===== src/rtl/receptor_hamming_serial_if.sv =====
// Signal bundle between the serial Hamming receiver and its user (display/LED logic).
// CONTADOR_ERRORES_EN adds the saturating error counter outputs.
interface receptor_hamming_serial_if;
    logic       dato_serial;
    logic [3:0] dato_salida;
    logic [7:0] palabra_corregida;
    logic [3:0] sindrome;
    logic       valido;
    logic       error_simple;
    logic       error_doble;
    logic       error_trama;
    logic       ocupado;
`ifdef CONTADOR_ERRORES_EN
    logic [7:0] cuenta_simples;
    logic [7:0] cuenta_dobles;
`endif

`ifdef CONTADOR_ERRORES_EN
    modport slave (
        input  dato_serial,
        output dato_salida, palabra_corregida, sindrome, valido,
        output error_simple, error_doble, error_trama, ocupado,
        output cuenta_simples, cuenta_dobles
    );
    modport master (
        output dato_serial,
        input  dato_salida, palabra_corregida, sindrome, valido,
        input  error_simple, error_doble, error_trama, ocupado,
        input  cuenta_simples, cuenta_dobles
    );
`else
    modport slave (
        input  dato_serial,
        output dato_salida, palabra_corregida, sindrome, valido,
        output error_simple, error_doble, error_trama, ocupado
    );
    modport master (
        output dato_serial,
        input  dato_salida, palabra_corregida, sindrome, valido,
        input  error_simple, error_doble, error_trama, ocupado
    );
`endif
endinterface


===== src/rtl/receptor_hamming_serial.sv =====
// UART-style receiver for 8-bit extended Hamming (SECDED) codewords: deserialize, correct, flag.
// Optional macro CONTADOR_ERRORES_EN adds saturating single/double error counters.
module receptor_hamming_serial #(
    parameter int CICLOS_POR_BIT = 4
) (
    input  logic                        reloj,
    input  logic                        reset,
    receptor_hamming_serial_if.slave    bus
);
    localparam int TW = $clog2(CICLOS_POR_BIT + 1);
    // The detection cycle in REPOSO counts as the first cycle of the half bit.
    localparam logic [TW-1:0] MITAD = TW'(CICLOS_POR_BIT / 2 - 1);
    localparam logic [TW-1:0] FIN   = TW'(CICLOS_POR_BIT - 1);

    localparam logic [2:0] REPOSO      = 3'd0;
    localparam logic [2:0] INICIO      = 3'd1;
    localparam logic [2:0] DATOS       = 3'd2;
    localparam logic [2:0] PARADA      = 3'd3;
    localparam logic [2:0] DECODIFICAR = 3'd4;

    logic          r_sync0, r_sync1;
    logic          w_linea;
    logic [2:0]    r_estado;
    logic [TW-1:0] r_timer;
    logic [2:0]    r_idx;
    logic [7:0]    r_b;

    logic [3:0]    r_dato;
    logic [7:0]    r_palabra;
    logic [3:0]    r_sindrome;
    logic          r_valido, r_simple, r_doble, r_trama;

    logic          w_s1, w_s2, w_s3, w_st;
    logic [2:0]    w_s;
    logic [7:0]    w_mascara, w_corr;

    always_ff @(posedge reloj) begin
        if (reset) begin
            r_sync0 <= 1'b1;
            r_sync1 <= 1'b1;
        end else begin
            r_sync0 <= bus.dato_serial;
            r_sync1 <= r_sync0;
        end
    end
    assign w_linea = r_sync1;

    assign w_s1 = r_b[0] ^ r_b[2] ^ r_b[4] ^ r_b[6];
    assign w_s2 = r_b[1] ^ r_b[2] ^ r_b[5] ^ r_b[6];
    assign w_s3 = r_b[3] ^ r_b[4] ^ r_b[5] ^ r_b[6];
    assign w_st = ^r_b;
    assign w_s  = {w_s3, w_s2, w_s1};

    // Odd overall parity means one flipped bit; S=0 then points at the parity bit itself.
    always_comb begin
        w_mascara = 8'h00;
        if (w_st) begin
            if (w_s != 3'd0) w_mascara = 8'(1) << (w_s - 3'd1);
            else             w_mascara = 8'h80;
        end
    end
    assign w_corr = r_b ^ w_mascara;

`ifdef CONTADOR_ERRORES_EN
    logic [7:0] r_cuenta_s, r_cuenta_d;

    always_ff @(posedge reloj) begin
        if (reset) begin
            r_cuenta_s <= 8'h00;
            r_cuenta_d <= 8'h00;
        end else if (r_estado == DECODIFICAR) begin
            if (w_st && r_cuenta_s != 8'hFF)
                r_cuenta_s <= r_cuenta_s + 8'd1;
            if (!w_st && w_s != 3'd0 && r_cuenta_d != 8'hFF)
                r_cuenta_d <= r_cuenta_d + 8'd1;
        end
    end
    assign bus.cuenta_simples = r_cuenta_s;
    assign bus.cuenta_dobles  = r_cuenta_d;
`endif

    always_ff @(posedge reloj) begin
        if (reset) begin
            r_estado   <= REPOSO;
            r_timer    <= '0;
            r_idx      <= 3'd0;
            r_b        <= 8'h00;
            r_dato     <= 4'h0;
            r_palabra  <= 8'h00;
            r_sindrome <= 4'h0;
            r_valido   <= 1'b0;
            r_simple   <= 1'b0;
            r_doble    <= 1'b0;
            r_trama    <= 1'b0;
        end else begin
            r_valido <= 1'b0;
            r_trama  <= 1'b0;
            case (r_estado)
                REPOSO: begin
                    if (!w_linea) begin
                        r_estado <= INICIO;
                        r_timer  <= '0;
                    end
                end
                INICIO: begin
                    if (r_timer == MITAD) begin
                        if (w_linea) begin
                            r_trama  <= 1'b1;
                            r_estado <= REPOSO;
                        end else begin
                            r_estado <= DATOS;
                            r_idx    <= 3'd0;
                            r_timer  <= '0;
                        end
                    end else begin
                        r_timer <= r_timer + 1'b1;
                    end
                end
                DATOS: begin
                    if (r_timer == FIN) begin
                        r_timer    <= '0;
                        r_b[r_idx] <= w_linea;
                        if (r_idx == 3'd7) r_estado <= PARADA;
                        else               r_idx    <= r_idx + 3'd1;
                    end else begin
                        r_timer <= r_timer + 1'b1;
                    end
                end
                PARADA: begin
                    if (r_timer == FIN) begin
                        r_timer <= '0;
                        if (w_linea) begin
                            r_estado <= DECODIFICAR;
                        end else begin
                            r_trama  <= 1'b1;
                            r_estado <= REPOSO;
                        end
                    end else begin
                        r_timer <= r_timer + 1'b1;
                    end
                end
                DECODIFICAR: begin
                    r_palabra  <= w_corr;
                    r_dato     <= {w_corr[6], w_corr[5], w_corr[4], w_corr[2]};
                    r_sindrome <= {w_st, w_s};
                    r_simple   <= w_st;
                    r_doble    <= !w_st && (w_s != 3'd0);
                    r_valido   <= 1'b1;
                    r_estado   <= REPOSO;
                end
                default: r_estado <= REPOSO;
            endcase
        end
    end

    assign bus.dato_salida       = r_dato;
    assign bus.palabra_corregida = r_palabra;
    assign bus.sindrome          = r_sindrome;
    assign bus.valido            = r_valido;
    assign bus.error_simple      = r_simple;
    assign bus.error_doble       = r_doble;
    assign bus.error_trama       = r_trama;
    assign bus.ocupado           = (r_estado != REPOSO);
endmodule


===== src/flat_wrapper.sv =====
// flat-port wrapper written by rule: the top's interface ports become plain ports
module receptor_hamming_serial_flat 
#(
    parameter int CICLOS_POR_BIT = 4
)
  (reloj, reset, bus_dato_serial, bus_dato_salida, bus_palabra_corregida, bus_sindrome, bus_valido, bus_error_simple, bus_error_doble, bus_error_trama, bus_ocupado);
  receptor_hamming_serial_if bus_i ();
  input  logic reloj;
  input  logic reset;
  input wire logic [$bits(bus_i.dato_serial)-1:0] bus_dato_serial;
  output wire logic [$bits(bus_i.dato_salida)-1:0] bus_dato_salida;
  output wire logic [$bits(bus_i.palabra_corregida)-1:0] bus_palabra_corregida;
  output wire logic [$bits(bus_i.sindrome)-1:0] bus_sindrome;
  output wire logic [$bits(bus_i.valido)-1:0] bus_valido;
  output wire logic [$bits(bus_i.error_simple)-1:0] bus_error_simple;
  output wire logic [$bits(bus_i.error_doble)-1:0] bus_error_doble;
  output wire logic [$bits(bus_i.error_trama)-1:0] bus_error_trama;
  output wire logic [$bits(bus_i.ocupado)-1:0] bus_ocupado;
  assign bus_i.dato_serial = bus_dato_serial;
  assign bus_dato_salida = bus_i.dato_salida;
  assign bus_palabra_corregida = bus_i.palabra_corregida;
  assign bus_sindrome = bus_i.sindrome;
  assign bus_valido = bus_i.valido;
  assign bus_error_simple = bus_i.error_simple;
  assign bus_error_doble = bus_i.error_doble;
  assign bus_error_trama = bus_i.error_trama;
  assign bus_ocupado = bus_i.ocupado;
  receptor_hamming_serial #(.CICLOS_POR_BIT(CICLOS_POR_BIT)) u_core (.reloj(reloj), .reset(reset), .bus(bus_i));
endmodule

===== config.mk =====
export PLATFORM = sky130hd
export DESIGN_NAME = receptor_hamming_serial_flat
export DESIGN_NICKNAME = d
export VERILOG_FILES = /design/src/rtl/receptor_hamming_serial_if.sv /design/src/rtl/receptor_hamming_serial.sv /design/src/flat_wrapper.sv
export SDC_FILE = /design/constraint.sdc
export NUM_CORES = 1
export LEC_CHECK = 0
export CORE_MARGIN = 5
export CORE_UTILIZATION = 30
export CTS_BUF_LIST = sky130_fd_sc_hd__clkbuf_4
export CTS_CLUSTER_DIAMETER = 120
export DETAILED_ROUTE_END_ITERATION = 12
export PLACE_DENSITY = 0.55
export SLEW_MARGIN = 0
export SYNTH_ARGS = -nofsm -noshare
export SYNTH_HDL_FRONTEND = slang
export SYNTH_SLANG_ARGS = --single-unit

===== constraint.sdc =====
create_clock -name reloj -period 3 [get_ports reloj]
set_input_delay 0.3 -clock reloj [delete_from_list [all_inputs] [get_ports reloj]]
set_output_delay 0.3 -clock reloj [all_outputs]
set_load 0.02 [all_outputs]

After elaboration in Yosys (flattened, before gate mapping). Index checks and enable logic that the tools add are counted.

Flip-flop bits (word level): 39. Output and inout port bits: 21.

Add/sub/neg operators: 3. Order comparisons: 2. Equality and inequality tests: 14. Shift-type cells: 1. Mux-type cells: 28. Bitwise gates (word level): 10. Reductions and logical operators: 13.

Operators by type and width (number): $mux 3 (13); $mux 8 (2); $pmux 3 s4 (1); $reduce_and 5->1 (2); $eq 3x2->1 const B (3); $pmux 3 s3 (1); $reduce_bool 3->1 (3); $xor 1x1->1 (9); $bwmux 8 (1); $ne 2x1->1 const B (4); $reduce_xor 8->1 (1); $shl 1x3->8 const A (1); $xor 8x8->8 (1); $add 3x1->3 const B (2); $eq 3x1->1 const B (2); $eq 3x3->1 const B (2); $mux 1 (6); $ne 2x2->1 const B (3); $pmux 3 s2 (1); $lt 3x4->1 const B (1); $demux 1 s3 (1); $ge 3x1->1 const B (1); $logic_not 3->1 (1); $sub 3x1->3 const B (1); 7 further kinds (8).

Logic depth before layout (Yosys ltp). Gate-level depths: netlist of the first run.

Depth after elaboration: 8. Mapped depth: 9.

Least setup slack after synthesis of the first run. OpenSTA, ideal clock, no wires.

Path kind: flip-flop to flip-flop. From: reg u_core.r_b[0]. To: reg u_core.r_dato[2], in the netlist u_core.bus.dato_salida[2]. Library setup time: 0.091 ns. Arrival time: 2.417 ns. Slack: 0.492 ns. Stages on the path, launching flop included: 9. Path buffers: 0. Clock period less this slack: 2.508 ns. Path through: dfxtp_1 -> xnor2_1 -> nor3_1 -> a21oi_1 -> inv_1 -> ha_1 -> or2_0 -> or4_1 -> a311oi_1.

Longest elaborated chain between the ends: 8.

Ends and longest elaborated chain: start, declared (RTL line receptor_hamming_serial.sv:26) `logic [7:0] r_b;`; start signal, assigned by index (RTL line receptor_hamming_serial.sv:122) `r_b[r_idx] <= w_linea;`; $xor 1x1->1 (3 in a row) (RTL line receptor_hamming_serial.sv:48) `assign w_s1 = r_b[0] ^ r_b[2] ^ r_b[4] ^ r_b[6];`; $sub 3x1->3 (RTL line receptor_hamming_serial.sv:58) `if (w_s != 3'd0) w_mascara = 8'(1) << (w_s - 3'd1);`; $shl 1x3->8 (RTL line receptor_hamming_serial.sv:58); $mux 8 (RTL line receptor_hamming_serial.sv:58); $mux 8 (*) (RTL line receptor_hamming_serial.sv:57) `if (w_st) begin`; $xor 8x8->8 (*) (RTL line receptor_hamming_serial.sv:62) `assign w_corr = r_b ^ w_mascara;`; end signal, assigned (RTL line receptor_hamming_serial.sv:144) `r_dato <= {w_corr[6], w_corr[5], w_corr[4], w_corr[2]};`; end, declared (RTL line receptor_hamming_serial.sv:28) `logic [3:0] r_dato;`.

Mark *: on every way between the ends. The rest lies on a longest branch, timed or not. A chain may end at the register's enable or synchronous reset.

Worst setup path in the final report of the first run.
From: reg u_core.r_b[2]. To: reg u_core.r_dato[2], in the netlist u_core.bus.dato_salida[2].

Longest elaborated chain between the ends: 8.

Ends and longest elaborated chain (RTL line): $xor 1x1->1 (on tied branches) (3 in a row) (receptor_hamming_serial.sv:48, receptor_hamming_serial.sv:49); $sub 3x1->3 (receptor_hamming_serial.sv:58); $shl 1x3->8 (receptor_hamming_serial.sv:58); $mux 8 (receptor_hamming_serial.sv:58); $mux 8 (*) (receptor_hamming_serial.sv:57); $xor 8x8->8 (*) (receptor_hamming_serial.sv:62).

Marked as above.

==> run_results.csv, run 1 <==
group,metric,value,unit
outcome,status,"finished clean",
worst_setup_path,cp_cell_sequence,"xnor2_2 -> and2_2 -> a21oi_1 -> inv_1 -> ha_1 -> or2_0 -> or4_1 -> a311oi_1",
clock_tree,cts_tree,"done",
synthesis,yosys.area.top_type,"dfxtp_1",
detailed_routing,drtIter0Drc,80,
timing,finalCritPeriodShare,0.912,
pwr,irDropWorstVdd,0.122,mV
pwr,comb_power_share,0.030,
detailed_routing,routedWlPerCell,12.9,um
timing,fin_crit,2.74,ns
synthesis,synth_adder_area_share,0.0545,
worst_setup_path,cp-start-kind,"flop",
pwr,seq_power_share,0.647,
worst_setup_path,worst-path-buf-inv,1,
synthesis,ys.warnings.count,0,
global_route,antenna_found_initial,0,
synthesis,synthCells,216,
synthesis,syn_area,0.00184,mm^2
clock_tree,clk_path_buf_depth,2,
detailed_routing,ant_nets,0,
detailed_routing,drt_first_pass_iters,4,
pwr,p_clk_frac,0.323,
worst_setup_path,slowest_delay,0.50,ns
global_route,grt_pass1_wl,6470,um
worst_setup_path,rrSetupSlack,0.26,ns
worst_setup_path,required,3.25,ns
worst_setup_path,rr_endpoint,"u_core.bus.dato_salida[2]$_SDFFE_PP0P_",
synthesis,syn_nets,227,
synthesis,netlist_top_cells_area,"dfxtp_1 (37%), nor2_1 (7.8%), ha_1 (5.4%)",
global_route,overflow,0,
timing,rsz0062_at_grt,"no",
worst_setup_path,r2r_start,"u_core.r_b[2]$_SDFFE_PP0P_",
finish,fin_nets,244,
synthesis,ys_ff_latch,34,
place,placed_area,0.00211,mm^2
detailed_routing,totalWireLength,3950,um
synthesis,yosys_most_used_dff,"dfxtp_1",
synthesis,async_flop_share,0,
synthesis,synth_top_cell_area_share,0.370,
synthesis,synth_compound_area_frac,0.148,
timing,final-setup-viol-count,0,
global_route,grt_max_degree,21,
pwr,swShare,0.234,
die,core-area,0.00596,mm^2
synthesis,synth-simple-area-share,0.256,
finish,n_antenna_cell,0,
detailed_routing,route.met3.wl,154,um
global_route,grt_pass1_vias,1350,
place,io_buffers,23,
worst_setup_path,crit_type,"flop to flop",
job,max-cap-violations,0,
worst_setup_path,path_max_fanout,6,
worst_setup_path,crit_cells,8,
clock_tree,htreeDepth,2,
detailed_routing,met1_length,2010,um
timing,final_hold_viol_count,0,
die,die_w,88.3,um
clock_tree,cts_setup_buffers,0,
global_route,grt.total_usage,0.108,
finish,nFillCells,629,
worst_setup_path,cp.arrival,2.99,ns
finish,finalInstanceArea,0.00217,mm^2
worst_setup_path,end_kind,"flop",
clock_tree,cts_sinks,34,
pwr,p_sw,0.166,mW
timing,drv_slew,0,
place,hpwlAfterDp,2840,um
timing,fin_worst_skew,0.0138,ns
finish,layout-drive-gt1-share,0.0733,
synthesis,synthXorXnorAreaFrac,0.0613,
detailed_routing,wl_met2,1710,um
timing,tightest_slew,1.22,ns
worst_setup_path,ff2ff_path_depth,8,
detailed_routing,dr_total_vias,1517,
clock_tree,root_buffer,"clkbuf_4",
timing,maxSlewHeadroom,0.179,
place,place.gp.congestion,0.871,
clock_tree,cts_resized,0,
synthesis,synth-seq-area-share,0.370,
synthesis,synth.mux.area_fraction,0.0490,
detailed_routing,drc_errors,0,
worst_setup_path,cp_slowest_cell,"or4_1",
detailed_routing,viasPerCell,4.94,
clock_tree,cts_hold_buf,0,
hold_path,holdCritPathClass,"flop to flop",
die,pin_count,24,
pwr,internal-power,0.542,mW
die,die_h,88.3,um
worst_setup_path,startpoint,"u_core.r_b[2]$_SDFFE_PP0P_",
detailed_routing,top_layer,"met4",
die,die_area,0.00779,mm^2
pwr,power_density,325,mW/mm^2
die,initial_utilization,0.309,
die,row_count,28,
worst_setup_path,crit_family,"simple AND/OR/NAND/NOR gates",
timing,fin_setup_tns,0,ns
synthesis,synth_edf_count,0,
timing,fmax,366,MHz
synthesis,synth.distinct_cells,39,
finish,area_delta_synth_final,18.3,%
synthesis,avgSynthCellArea,8.51,um^2
clock_tree,cts_made_buffers,5,
synthesis,synth_top_family_by_area,"simple AND/OR/NAND/NOR gates",
clock_tree,clk_latency,0.34,ns
clock_tree,clkTransAtPathRegs,0.09,ns
worst_setup_path,crit_end,"u_core.bus.dato_salida[2]$_SDFFE_PP0P_",
pwr,leakage,0.717,nW
-- registers in the layout, summed over array words and instances, names as in the netlist --
signal,cells
u_core.r_idx,3
u_core.bus.error_trama,1
u_core.r_estado,3
u_core.bus.palabra_corregida,5
u_core.r_timer,3
u_core.bus.valido,1
u_core.r_sync1,1
u_core.r_sync0,1
u_core.r_b,8
u_core.bus.error_doble,1
u_core.bus.sindrome,3
u_core.bus.error_simple,1
u_core.bus.dato_salida,3
-- worst min path at each step --
stage	startpoint	end	slack, ns	cells past startpoint
2_1_floorplan	reset	u_core.r_timer[2]$_SDFFE_PP0P_	0.37	1
3_3_place_gp	u_core.r_sync0$_SDFF_PP1_	u_core.r_sync1$_SDFF_PP1_	0.39	1
3_5_place_dp	u_core.r_sync0$_SDFF_PP1_	u_core.r_sync1$_SDFF_PP1_	0.40	1
4_1_cts	u_core.r_sync0$_SDFF_PP1_	u_core.r_sync1$_SDFF_PP1_	0.42	1
5_1_grt	u_core.r_sync0$_SDFF_PP1_	u_core.r_sync1$_SDFF_PP1_	0.43	1
6_report	u_core.r_sync0$_SDFF_PP1_	u_core.r_sync1$_SDFF_PP1_	0.41	1
-- per-stage QoR --
step           setup slack (ns)  hold WS (ns)  total power [mW]  utilization  cells
5_1_grt                  0.0301         0.427             0.746        0.365    307
2_1_floorplan             0.492         0.372             0.481            -    216
4_1_cts                   0.191         0.420             0.724        0.361    307
6_report                  0.264         0.414             0.708        0.365    307
3_5_place_dp              0.201         0.397             0.490        0.354    301
3_3_place_gp              0.304         0.393             0.490        0.354    301
-- logic make-up after synthesis --
logic type	Yosys count
buffers and inverters	24
muxes	9
DFF	34
and+or+nand+nor	91
xor gates and xnor gates	12
adders and majority gates	8
AOI/OAI and AO/OA	38
-- power groups by stage --
stage                     Sequential, mW  Clock [mW]  Combinational (mW)
after floorplan                    0.465           0              0.0157
after global placement             0.468           0              0.0217
after detailed placement           0.468           0              0.0218
after CTS                          0.458       0.245              0.0218
after global routing               0.458       0.263              0.0238
final                              0.457       0.229              0.0215
-- cell usage after synthesis, types with 2 or more instances --
cell / count
nor4_1: 3
or2_2: 2
ha_1: 8
mux2i_1: 9
a21oi_1: 8
nor3b_1: 4
nand3_1: 4
nor3_1: 4
dfxtp_1: 34
buf_2: 2
clkbuf_1: 11
or4_1: 7
nand3b_1: 5
a311oi_1: 9
or3_1: 2
inv_1: 6
buf_4: 5
a211oi_1: 4
nor2_1: 38
o31ai_1: 6
xnor2_1: 10
a32oi_1: 2
o21ai_0: 3
nor2b_1: 2
nand2_1: 6
nand2b_1: 8
and3_1: 2
-- cells in the final DEF (no fill, tap or decap), types with 5 or more instances in the layout --
master	synthesis	layout
xnor2_1	10	7
a21oi_1	8	8
buf_4	5	5
o31ai_1	6	6
nand2b_1	8	8
nor2_1	38	38
clkbuf_4	0	5
dfxtp_1	34	34
a311oi_1	9	9
or4_1	7	7
nand2_1	6	6
nand3b_1	5	5
inv_1	6	6
mux2i_1	9	9
ha_1	8	8
clkdlybuf4s50_1	0	23
-- cell type report --
class	instances	area, um^2	share of cell area
Timing Repair Buffer	28	268	0.123
Clock inverter	1	3.75	0.00173
Clock buffer	5	37.5	0.0173
Tap cell	75	93.8	0.0432
Inverter	6	22.5	0.0104
Sequential cell	34	681	0.313
Multi-Input combinational cell	158	1070	0.491
-- layer usage --
metal / up-vias / GRT usage
li1: 806 / -
met1: 676 / 0.141
met2: 27 / 0.162
met3: 8 / 0.0317
met4: 0 / 0.0522
met5: - / 0
(Power assumes the default switching activity.)
==> run 2, diff against run 1 <==
Settings changed: HOLD_SLACK_MARGIN set to 0.05.
==> results of run 2 <==
The final DEF is identical to that of run 1; final timing and power are the same.
==> run 3, diff against run 2 <==
Settings changed: DONT_BUFFER_PORTS set to 1, PLACE_DENSITY 0.55 to 0.5.
==> run 3 against run 2 <==
Against the previous run: final cell count down 6.8%; worst hold slack got worse by 0.34 ns; critical path depth stayed put; wire length rose by 0.15%; clock skew rose by 0.0046 ns; critical path type unchanged; largest cell class unchanged; highest routed layer unchanged.
==> run_results.csv, run 3 (synthesis gave the netlist of run 1 again) <==
group,metric,value,unit
outcome,status,"finished clean",
detailed_routing,drc_errors,0,
timing,holdWs,0.0701,ns
die,core-area,0.00596,mm^2
worst_setup_path,cp-start-kind,"flop",
worst_setup_path,path_max_fanout,6,
finish,layout-drive-gt1-share,0.0853,
timing,maxSlewHeadroom,0.243,
worst_setup_path,r2r_start,"u_core.r_b[2]$_SDFFE_PP0P_",
clock_tree,htreeDepth,2,
pwr,p_total,0.803,mW
timing,final_hold_viol_count,0,
clock_tree,root_buffer,"clkbuf_4",
finish,largest_register,"u_core.r_b",
worst_setup_path,ff2ff_path_depth,8,
die,die_h,88.3,um
worst_setup_path,worst-path-buf-inv,1,
clock_tree,cts_tree,"done",
worst_setup_path,crit_type,"flop to flop",
finish,n_antenna_cell,0,
worst_setup_path,cp_cell_sequence,"xnor2_2 -> and2_2 -> a21oi_1 -> inv_1 -> ha_1 -> or2_0 -> or4_1 -> a311oi_1",
global_route,grt_max_degree,31,
worst_setup_path,cp_slowest_cell,"or4_1",
finish,area_delta_synth_final,7.96,%
hold_path,hp-start,"bus_dato_serial",
detailed_routing,drt_first_pass_iters,4,
pwr,leakage,0.655,nW
hold_path,hold_path_end,"u_core.r_sync0$_SDFF_PP1_",
global_route,overflow,0,
global_route,grt_pass1_vias,1315,
detailed_routing,routedWlPerCell,13.8,um
detailed_routing,totalWireLength,3960,um
worst_setup_path,crit_family,"simple AND/OR/NAND/NOR gates",
detailed_routing,drtIter0Drc,84,
detailed_routing,dr_total_vias,1426,
clock_tree,cts_sinks,34,
finish,largest_reg_flops,8,
finish,fin_nets,222,
pwr,irDropWorstVdd,0.150,mV
worst_setup_path,rrSetupSlack,0.24,ns
detailed_routing,ant_nets,0,
place,dp.cells,278,
timing,rsz0062_at_grt,"no",
finish,layout_common_cells,"nor2_1 (38), dfxtp_1 (34), mux2i_1 (9), a311oi_1 (9)",
global_route,antenna_found_initial,0,
hold_path,holdCritPathClass,"input pin to flop",
die,row_count,28,
timing,final-setup-viol-count,0,
detailed_routing,viasPerCell,4.99,
timing,fin_crit,2.76,ns
clock_tree,cts_made_buffers,5,
place,place.gp.congestion,0.750,
die,die_area,0.00779,mm^2
timing,fin_worst_skew,0.0184,ns
finish,register_area,681,um^2
worst_setup_path,rr_endpoint,"u_core.bus.dato_salida[1]$_SDFFE_PP0P_",
finish,multi_input_area,0.00107,mm^2
worst_setup_path,required,3.24,ns
die,pin_count,24,
job,max-cap-violations,0,
finish,nFillCells,642,
timing,finalCritPeriodShare,0.921,
global_route,grt_pass1_wl,6610,um
place,io_buffers,0,
finish,final_common_cell,"nor2_1",
timing,tightest_slew,1.13,ns
die,die_w,88.3,um
timing,drv_slew,0,
pwr,power_density,405,mW/mm^2
place,hpwlAfterDp,2730,um
clock_tree,clk_path_buf_depth,2,
timing,fin_setup_tns,0,ns
finish,fin_cells,286,
worst_setup_path,end_kind,"flop",
global_route,grt.total_usage,0.109,
clock_tree,clkTransAtPathRegs,0.12,ns
timing,fmax,362,MHz
hold_path,whs_path_depth,1,
die,initial_utilization,0.309,
finish,final_util,0.333,
worst_setup_path,cp.arrival,3.00,ns
worst_setup_path,slowest_delay,0.49,ns
clock_tree,clk_latency,0.34,ns
run 3: changes by cell type in the layout (fill, tap and decap cells not counted):
cell	delta
dlygate4sd3_1	+1
clkdlybuf4s50_1	-23
bufinv_16	+1
run 3: cell type report:
class	instances	area share
tap	75	0.0473
sequential	34	0.343
multi-input combinational	158	0.538
inverter	6	0.0113
clock buffer	5	0.0189
clock inverter	2	0.0170
timing repair buffer	6	0.0240
run 3: how the worst max path moves through the flow:
stage                                          start                                endpoint  slack (ns)  cells past startpoint
after floorplan           u_core.r_b[0]$_SDFFE_PP0P_  u_core.bus.dato_salida[2]$_SDFFE_PP0P_        0.49                      8
after detailed placement  u_core.r_b[2]$_SDFFE_PP0P_  u_core.bus.dato_salida[1]$_SDFFE_PP0P_        0.26                      8
after global routing      u_core.r_b[2]$_SDFFE_PP0P_  u_core.bus.dato_salida[1]$_SDFFE_PP0P_        0.03                      8
after CTS                 u_core.r_b[2]$_SDFFE_PP0P_  u_core.bus.dato_salida[1]$_SDFFE_PP0P_        0.21                      8
after global placement    u_core.r_b[2]$_SDFFE_PP0P_  u_core.bus.dato_salida[2]$_SDFFE_PP0P_        0.29                      8
final                     u_core.r_b[2]$_SDFFE_PP0P_  u_core.bus.dato_salida[1]$_SDFFE_PP0P_        0.24                      8
run 3: layer usage:
metal  global-route usage  routed length, um  part of all wire
met1                0.147               2030              0.51
met2                0.162               1710              0.43
met3               0.0363                150             0.038
met4               0.0412                 70             0.018
met5                    0                  0                 0
run 3: where the power goes:
part | internal, mW | switching [mW]
combinational | 0.00580 | 0.0118
sequential | 0.453 | 0.00431
clock | 0.169 | 0.159
total | 0.628 | 0.176
run 3: worst reg2reg max path, delay by kind of cell (launching register included):
family                     cells  cell delay, ns
and+or+nand+nor                3            1.07
DFF                            1            0.48
AOI/OAI and AO/OA              2            0.48
adders and majority gates      1            0.36
xor gates and xnor gates       1            0.17
buffers and inverters          1            0.10
run 3: what timing repair did:
item	4_1_cts	5_1_grt
resized for setup	0	3
endpoints found under the setup margin	0	3
buffers inserted	0	0
endpoints found under the hold margin	30	0
hold buffers	1	0
run 3: through the flow:
step                setup WS [ns]  area, um^2
finish                      0.237        1980
global placement            0.293        1880
CTS                         0.208        1960
global route               0.0269        1980
detailed placement          0.260        1880
floorplan                   0.492        1840
